`src/rtl/seven_seg_scan_ctrl.sv`:
```
// rtl/seven_seg_scan_ctrl.sv - time-multiplexed scan controller for common-cathode seven-segment digits
//
// Shares one external hex-to-seven-segment decoder across NUM_DIGITS digits.
// Each digit visit is a dark BLANK interval followed by a lit SHOW interval.
// The displayed value is double-buffered: load fills the shadow buffer, and
// the active buffer changes only at the frame wrap.
//
// Ports:
//   clk, reset_n   system clock, asynchronous active-low reset
//   en             scan enable; low holds the scan at BLANK/digit 0, dark
//   load           one-cycle strobe capturing value/dp_mask/lz_blank to shadow
//   value          hex digits, value[3:0] is digit 0 (rightmost)
//   dp_mask        decimal point enable per digit
//   lz_blank       leading-zero blanking enable
//   dec_in         nibble to the shared decoder
//   dec_seg        decoder output {DP,G..A}; DP bit is not used
//   seg_out        registered segment drive {DP,G..A}, active-high
//   digit_en       one-hot digit enable, all-zero when dark
//   frame_done     one-cycle pulse at each scan wrap
//   pending        shadow value waiting for the next wrap

module seven_seg_scan_ctrl #(
  parameter int NUM_DIGITS   = 4,
  parameter int DIGIT_CYCLES = 12000,
  parameter int BLANK_CYCLES = 120
) (
  input  logic                    clk,
  input  logic                    reset_n,
  input  logic                    en,
  input  logic                    load,
  input  logic [4*NUM_DIGITS-1:0] value,
  input  logic [NUM_DIGITS-1:0]   dp_mask,
  input  logic                    lz_blank,
  output logic [3:0]              dec_in,
  input  logic [7:0]              dec_seg,
  output logic [7:0]              seg_out,
  output logic [NUM_DIGITS-1:0]   digit_en,
  output logic                    frame_done,
  output logic                    pending
);

  localparam int IDX_W   = (NUM_DIGITS > 1) ? $clog2(NUM_DIGITS) : 1;
  localparam int MAX_LEN = (DIGIT_CYCLES > BLANK_CYCLES) ? DIGIT_CYCLES : BLANK_CYCLES;
  localparam int CNT_W   = (MAX_LEN > 1) ? $clog2(MAX_LEN) : 1;

  localparam logic [CNT_W-1:0]      BLANK_LAST = CNT_W'(BLANK_CYCLES - 1);
  localparam logic [CNT_W-1:0]      DIGIT_LAST = CNT_W'(DIGIT_CYCLES - 1);
  localparam logic [CNT_W-1:0]      CNT_ONE    = CNT_W'(1);
  localparam logic [IDX_W-1:0]      IDX_LAST   = IDX_W'(NUM_DIGITS - 1);
  localparam logic [IDX_W-1:0]      IDX_ONE    = IDX_W'(1);
  localparam logic [NUM_DIGITS-1:0] DIGIT_ONE  = NUM_DIGITS'(1);

  typedef enum logic {
    ST_BLANK = 1'b0,
    ST_SHOW  = 1'b1
  } state_t;

  state_t           state, state_nx;
  logic [CNT_W-1:0] cnt, cnt_nx;
  logic [IDX_W-1:0] idx, idx_nx;
  logic             enter_show;
  logic             leave_show;
  logic             wrap;

  // Active (displayed) and shadow (loaded) buffers
  logic [4*NUM_DIGITS-1:0] act_value, sh_value;
  logic [NUM_DIGITS-1:0]   act_dp, sh_dp;
  logic                    act_lz, sh_lz;

  logic [NUM_DIGITS-1:0]   lz_mask;
  logic                    upper_zero;
  logic                    cur_blank;

  // DP comes from dp_mask, so the decoder's own DP bit is deliberately dropped
  logic unused_dec_dp;
  assign unused_dec_dp = dec_seg[7];

  // The decoder sees the current digit for the whole BLANK interval, which is
  // its settling time before the SHOW entry edge captures dec_seg.
  assign dec_in = act_value[{idx, 2'b00} +: 4];

  // Digit i is blanked when it and every more-significant nibble are zero;
  // digit 0 always shows so a zero value still reads "0".
  always_comb begin
    lz_mask    = '0;
    upper_zero = 1'b1;
    for (int i = NUM_DIGITS - 1; i >= 0; i--) begin
      upper_zero = upper_zero & (act_value[4*i +: 4] == 4'h0);
      lz_mask[i] = act_lz & upper_zero & (i != 0);
    end
  end

  assign cur_blank = lz_mask[idx];

  // State, dwell counter and digit index
  always_ff @(posedge clk or negedge reset_n) begin
    if (!reset_n) begin
      state <= ST_BLANK;
      cnt   <= '0;
      idx   <= '0;
    end else begin
      state <= state_nx;
      cnt   <= cnt_nx;
      idx   <= idx_nx;
    end
  end

  // The counter runs from 0 up to the state length minus 1, so each state
  // lasts exactly its length in clocks, including the first BLANK after reset.
  always_comb begin
    state_nx   = state;
    cnt_nx     = cnt + CNT_ONE;
    idx_nx     = idx;
    enter_show = 1'b0;
    leave_show = 1'b0;
    wrap       = 1'b0;
    if (!en) begin
      state_nx = ST_BLANK;
      cnt_nx   = '0;
      idx_nx   = '0;
    end else begin
      case (state)
        ST_BLANK: begin
          if (cnt == BLANK_LAST) begin
            state_nx   = ST_SHOW;
            cnt_nx     = '0;
            enter_show = 1'b1;
          end
        end
        ST_SHOW: begin
          if (cnt == DIGIT_LAST) begin
            state_nx   = ST_BLANK;
            cnt_nx     = '0;
            leave_show = 1'b1;
            if (idx == IDX_LAST) begin
              idx_nx = '0;
              wrap   = 1'b1;
            end else begin
              idx_nx = idx + IDX_ONE;
            end
          end
        end
        default: begin
          state_nx = ST_BLANK;
          cnt_nx   = '0;
          idx_nx   = '0;
        end
      endcase
    end
  end

  // Registered display drive
  always_ff @(posedge clk or negedge reset_n) begin
    if (!reset_n) begin
      seg_out    <= '0;
      digit_en   <= '0;
      frame_done <= 1'b0;
    end else begin
      frame_done <= wrap;
      if (!en || leave_show) begin
        seg_out  <= '0;
        digit_en <= '0;
      end else if (enter_show) begin
        digit_en <= DIGIT_ONE << idx;
        seg_out  <= {act_dp[idx], cur_blank ? 7'h00 : dec_seg[6:0]};
      end
    end
  end

  // Double buffer. A load on the wrap edge commits the previous shadow and
  // captures the new data, so pending stays set for the following wrap.
  always_ff @(posedge clk or negedge reset_n) begin
    if (!reset_n) begin
      act_value <= '0;
      act_dp    <= '0;
      act_lz    <= 1'b0;
      sh_value  <= '0;
      sh_dp     <= '0;
      sh_lz     <= 1'b0;
      pending   <= 1'b0;
    end else begin
      if (wrap && pending) begin
        act_value <= sh_value;
        act_dp    <= sh_dp;
        act_lz    <= sh_lz;
      end
      if (load) begin
        sh_value <= value;
        sh_dp    <= dp_mask;
        sh_lz    <= lz_blank;
        pending  <= 1'b1;
      end else if (wrap) begin
        pending  <= 1'b0;
      end
    end
  end

endmodule

```
`config.mk`:
```
export PLATFORM = sky130hd
export DESIGN_NAME = seven_seg_scan_ctrl
export DESIGN_NICKNAME = d
export VERILOG_FILES = /design/src/rtl/seven_seg_scan_ctrl.sv
export SDC_FILE = /design/constraint.sdc
export NUM_CORES = 1
export LEC_CHECK = 0
export CORE_MARGIN = 2
export CORE_UTILIZATION = 55
export CTS_CLUSTER_SIZE = 16
export DETAILED_ROUTE_END_ITERATION = 7
export PLACE_DENSITY = 0.81
export RECOVER_POWER = 50
export SYNTH_ARGS = -nofsm -noshare
export SYNTH_HDL_FRONTEND = slang
export SYNTH_SLANG_ARGS = --single-unit
```
`constraint.sdc`:
```
create_clock -name clk -period 4.2 [get_ports clk]
set_input_delay 0.84 -clock clk [delete_from_list [all_inputs] [get_ports clk]]
set_output_delay 0.84 -clock clk [all_outputs]
set_load 0.005 [all_outputs]
```
After elaboration in Yosys (flattened, before gate mapping)
Cells that the tools add are included. W data, S select, Z words.

$add $sub $neg: 2. Order comparisons: 1. Equal/unequal tests: 5. Shifts and indexed selects: 2. Mux-type cells: 32. Bitwise operators: 6. Reductions and logical operators: 9.

Operator list (count): $mux W14 (3); $pmux W14 S2 (1); $mux W1 (16); $mux W8 (2); $shiftx A16 B5 Y4 (1); $add A14 B1 Y14 const B (1); $eq A14 B14 Y1 const B (1); $eq A14 B7 Y1 const B (1); $logic_not A4 Y1 (3); $mux W2 (4); $mux W4 (2); $mux W7 (1); $and A1 B1 Y1 (5); $bmux W1 S2 (2); $ne A2 B1 Y1 const B (2); $reduce_bool A2 Y1 (2); $shl A1 B2 Y4 const A (1); $lt A2 B3 Y1 const B (1); $add A2 B1 Y2 const B (1); $eq A2 B2 Y1 const B (1); $pmux W1 S2 (1); $reduce_and A2 Y1 (1); $logic_and A1 B1 Y1 (1); $logic_not A1 Y1 (1); 2 further kinds (2).

Flip-flop bits (word level): 73.

Longest topological paths before layout
Gate-level depths: netlist (run 1).

Depth after elaboration: 9. Gate-level depth with buffers: 6.

Least setup slack after synthesis (run 1)
Ideal clock, no wire load.

Path kind: register to output. Start: register idx[0]. End: output dec_in[0]. Arrival: 1102 ps. Required time: 3360 ps. Path slack: 2258 ps. Cell stages (with the launch flop): 3. Buffers on the path: 1. Cells stage by stage: dfrtp_1 buf_2 mux4_2.

Word-level cells in the longest chain between the ends: 1.

RTL lines: start: declaration (RTL line 60) `logic [IDX_W-1:0] idx, idx_nx;`; start signal: assignment (RTL line 104) `idx <= idx_nx;`; $shiftx A16 B5 Y4 (RTL line 80) `assign dec_in = act_value[{idx, 2'b00} +: 4];`; end: declaration (RTL line 34) `output logic [3:0] dec_in,`.

No other way between the ends.

Worst setup path in the final report (run 1)
Start: register idx[0]. End: output dec_in[2].

The elaborated chain is that of the path after synthesis.

==> run metrics, run 1 <==
crit path kind=reg2out; first-pass iteration count of the detailed router=4; post-route ant nets=0; # diodes=0; GR Overflow Total=0; CP arrival=2.08 ns; Slowest cell on crit path=dfrtp_1; clock insertion delay at the later pin of the skew report=0.34 ns; design area=around 3900 sq um; CTS max path bufs=2; Tcrit/Tclk final=~69%; Final setup viols=0; share of cells above drive strength 1=21.04%; Crit. End Element=output port; worst reg2reg path depth=5; Yosys top cell area share=around 56%; Hold Path Depth=1; Die Wd=81.09 um; clock root cell=clkbuf_8; most common cell after layout, fill and taps aside=dfrtp_1; CTS Sinks=73; Post-Synthesis Cell Area=3268 sq um; initial antenna violation count=0; Startpoint Class=register; leakage power=roughly 1.7 nW; total CTS buffers=9; post-synthesis async set-or-reset flop share=100.0%; register area share after synthesis=~56%; num ports=51; placed inst area=3771 sq um; buffer count from post-CTS setup fixing=0; Crit path largest cell delay=0.66 ns; slew margin rel.=-52.67%; Final min period=2.918 ns; Area Growth Syn to Fin=20.79%; final RePlAce weighted congestion=0.8179; DRC Markers=0; die area=6575 sq um; slew at the pin with the worst max-slew slack=2.290 ns; depth of the CTS H-tree=3; synthesized net count=~300; ranking of synthesized cells by area=dfrtp_1, mux2_2, mux4_2; post-cts repair resize count=0; unrepaired setup endpoints after global routing=false; Fin Clk Skew=0.008354 ns; hold_buf cts=0; Nets=343; first-pass GRT wire length=10,270 um; CTS clk-pin slew, worst paths=around 0.07 ns; # port buffers=49; Max Transition Viols Final=between 40 and 50; most frequent cells in the layout=dfrtp_1, clkdlybuf4s50_1, mux2_2, nand2_1; Fin Hold WS=0.4866 ns; register bit count reported by yosys=73; Syn Area/Cell=~13 sq um; via count=2,150; largest fanout on the critical path=11; hold crit path type=reg2reg; Post-Route WL=6087 um; synth warn=0; FILL cells=441; GRT Util Overall=21.09%; Post-synth EDFFs=0; vias per cell=5.599; total power draw=1.363 mW; hpwl dp=4196 um; Cell Rows=28; DRT iter0 DRCs=148; core region area=5816 sq um; crit-path cells=mux4_2 > clkdlybuf4s50_1; largest net degree at the start of global routing=46; Die Y=around 81 um; CTS tree=yes; VDD IR max=0.0002214 V; Initial Utilization=56.20%; DR WL/cell=around 16 um; Main synth FF type=dfrtp_1; final hold vios=0; number of global-route vias before repair=2,142; status=finished, violations left; failing checks=max-capacitance violations, max-slew violations; Synth cell types=35; Synth Instances=259; fmax=342.6 MHz; Max Cap Viol=1; Setup TNS Final=0 ns; Yosys top cell by area=dfrtp_1; Crit path required time=3.36 ns; power density over cell area=345.2 nW/um^2
[worst max-delay path, delay by kind of cell, from the launching register on]
family	cells	cell delay, ns
multiplexers	1	0.59
flip-flops	1	0.66
buffers and inverters	1	0.48
[report_power, final]
group / total [mW] / internal [mW] / switching, mW
Sequential: 0.738 / 0.725 / 0.0130
Clock: 0.545 / 0.302 / 0.243
Combinational: 0.0795 / 0.0460 / 0.0336
[metal layers]
layer	global-route usage, %	up-vias	share of wire [%]
met5	0	-	0
met4	9.661	0	1.6
met3	5.667	12	6.1
met2	33.47	69	49
met1	27.18	1056	43
li1	-	1013	-
[Yosys cell counts (all sizes together) (3+ instances only)]
cell type	number
nor2	16
and3	3
nor4	6
mux2	42
ha	5
a21oi	6
nand2	24
dfrtp	73
clkbuf	3
nand4	15
xnor2	11
nand3	6
o22ai	7
inv	5
mux4	5
nor3	4
buf	12
[path summary, 6_finish.rpt]
path | slack [ns] | to | startpoint
worst min register to register | 0.49 | cnt[0] | cnt[0]
worst max register to register | 1.53 | act_dp[1] | cnt[0]
min in group asynchronous | 1.17 | cnt[5] | reset_n
max in group asynchronous | 1.33 | cnt[2] | reset_n
worst min-delay path | 0.49 | cnt[0] | cnt[0]
worst max-delay path | 1.28 | dec_in[2] | idx[0]
[sequential cells by signal, indices dropped and copies added, names as in the netlist]
| register | cells |
|---|---|
| act_dp | 4 |
| act_lz | 1 |
| act_value | 16 |
| cnt | 14 |
| digit_en | 4 |
| frame_done | 1 |
| idx | 2 |
| pending | 1 |
| seg_out | 8 |
| sh_dp | 4 |
| sh_lz | 1 |
| sh_value | 16 |
| state | 1 |
[area by class of cell]
cell class	instances	area [sq um]	share of cell area, %
clock buffers	12	155.1	3.930
clock inverters	3	40.04	1.014
inverters	5	18.77	0.4754
multi-input cells	166	1324	33.53
flip-flops and latches	73	1827	46.28
well taps	75	93.84	2.377
repair buffers	50	489.2	12.39
[logic make-up (layout without fill, tap and decap cells)]
group | Yosys count | count (layout) | share of synthesized area, %
DFF | 73 | 73 | 55.90
AOI/OAI and AO/OA | 16 | 16 | 2.757
muxes | 48 | 48 | 18.22
adders and majority gates | 5 | 5 | 1.914
buffers and inverters | 20 | 70 | 3.139
xor gates and xnor gates | 13 | 13 | 3.484
and+or+nand+nor | 84 | 84 | 14.59
[per-stage QoR]
step | setup WS [ns] | util [%] | std cells
after floorplan | 2.258 | - | 259
after global placement | 1.379 | 64.85 | 369
after detailed placement | 1.375 | 64.85 | 369
after CTS | 1.248 | 68.20 | 384
after global routing | 0.6910 | 67.88 | 384
final | 1.282 | 67.88 | 384
No activity file was read; power rests on OpenSTA's default activity.
==> inputs of run 2 (changes only) <==
- CORE_UTILIZATION: 55 -> 53
- PLACE_DENSITY: 0.81 -> 0.79
- clock period: 4.2 -> 3 ns (I/O delays scaled with it)
==> run metrics, run 2 (synthesis gave the netlist of run 1 again) <==
gr busiest metal=met2; Initial Utilization=54.87%; Setup TNS Final=0 ns; GRT Util Overall=20.32%; power share of the combinational group=5.7%; hold crit path type=reg2reg; VDD IR max=approximately 0.00034 V; number of global-route vias before repair=2,182; core region area=~6000 sq um; leakage power=1.728 nW; Startpoint Class=register; power density over cell area=497.4 nW/um^2; Fin Clk Skew=0.01003 ns; die area=6810 sq um; status=finished, violations left; part of the power in registers=51.6%; Nets=between 300 and 400; Cell Rows=28; CTS clk-pin slew, worst paths=about 0.07 ns; largest net degree at the start of global routing=42; top flop regs=act_value (16), sh_value (16), cnt (14); # diodes=0; Crit path required time=2.40 ns; Max Cap Viol=1; total CTS buffers=9; num ports=51; DRT iter0 DRCs=117; Int Power=~1.6 mW; Final min period=2.472 ns; # port buffers=49; buffer count from post-CTS setup fixing=0; post-cts repair resize count=0; CTS max path bufs=2; met1 GRT Util=approximately a quarter; Max Transition Viols Final=33; final RePlAce weighted congestion=roughly 0.8; Slowest cell on crit path=mux4_2; Final setup viols=0; post-route ant nets=0; hpwl dp=4244 um; unrepaired setup endpoints after global routing=false; Tcrit/Tclk final=roughly 82%; Die Wd=roughly 83 um; final hold vios=0; GR Overflow Total=0; clock share of power=42.7%; first-pass iteration count of the detailed router=4; Crit path largest cell delay=approximately 0.56 ns; CTS tree=yes; depth of the CTS H-tree=3; first-pass GRT wire length=10,250 um; share of cells above drive strength 1=22.29%; Area Growth Syn to Fin=23.28%; hold_buf cts=0; Buf/Inv on CP=1; DR WL/cell=15.74 um; most common cell after layout, fill and taps aside=dfrtp_1; DRC Markers=0; clock insertion delay at the later pin of the skew report=roughly 0.35 ns; Crit. End Element=output port; slew margin rel.=-19.79%; Sw Ratio=21.53%; slew at the pin with the worst max-slew slack=about 1.8 ns; delay-heaviest family, CP=multiplexers; initial antenna violation count=0; fmax=404.6 MHz; CTS Sinks=73; Die Y=a little over 80 um; crit path kind=reg2out; failing checks=max-capacitance violations, max-slew violations; clock root cell=clkbuf_8; P_sw=0.4315 mW; most frequent cells in the layout=dfrtp_1, clkdlybuf4s50_1, mux2_2, nand2_1, nor2_1; CP arrival=~1.9 ns; largest fanout on the critical path=5; Final Util=67.65%; met2 usage=33.15%; Post-Route WL=6124 um; crit-path cells=mux4_2 > clkdlybuf4s50_1; via count=about 2,100; global routing usage on met3=~4.5%; vias per cell=5.514
[run 2: cell count changes in the layout (fill, tap and decap cells not counted), sizes merged]
cell,before,now
buf,0,4
clkdlybuf4s50,43,47
dlygate4sd3,5,1
bufinv,1,2
clkbuf,14,13
clkinv,2,3
[run 2: routing by layer]
layer	part of all wire, %	wire length (um)
met5	0	0
met4	2.4	145
met3	5.9	359
met2	49	2981
met1	43	2637
[run 2: path summary, 6_finish.rpt]
path	startpoint	endpoint	slack, ns	cells past startpoint
min in group asynchronous	reset_n	frame_done	0.72	1
max in group asynchronous	reset_n	cnt[4]	1.24	1
max	idx[0]	dec_in[0]	0.53	2
min reg2reg	cnt[0]	cnt[0]	0.49	1
min	cnt[0]	cnt[0]	0.49	1
max reg2reg	cnt[0]	act_value[15]	0.69	5
[run 2: area by class of cell]
type	instances	area [sq um]
fillers	450	1927
flip-flops and latches	73	1827
multi-input cells	166	1339
repair buffers	54	530.5
clock buffers	11	141.4
well taps	75	93.84
clock inverters	5	78.83
inverters	5	18.77
[run 2: power groups by stage]
stage / Combinational [mW] / Sequential (mW) / Clock, mW
finish: 0.115 / 1.03 / 0.855
global route: 0.129 / 1.04 / 0.904
CTS: 0.119 / 1.03 / 0.866
detailed placement: 0.119 / 1.05 / 0
global placement: 0.115 / 1.05 / 0
floorplan: 0.0488 / 1.04 / 0
[run 2: stage by stage]
| stage | setup WS, ns | instance area, sq um | power [mW] | instances | hold slack [ns] |
|---|---|---|---|---|---|
| floorplan | 1.269 | 3268 | 1.094 | 259 | 0.3044 |
| global placement | 0.7339 | 3814 | 1.167 | 373 | 0.4705 |
| detailed placement | 0.6858 | 3814 | 1.172 | 373 | 0.4722 |
| CTS | 0.5016 | 4034 | 2.020 | 389 | 0.3348 |
| global route | 0.4521 | 4029 | 2.070 | 389 | 0.5011 |
| finish | 0.5284 | 4029 | 2.004 | 389 | 0.4896 |
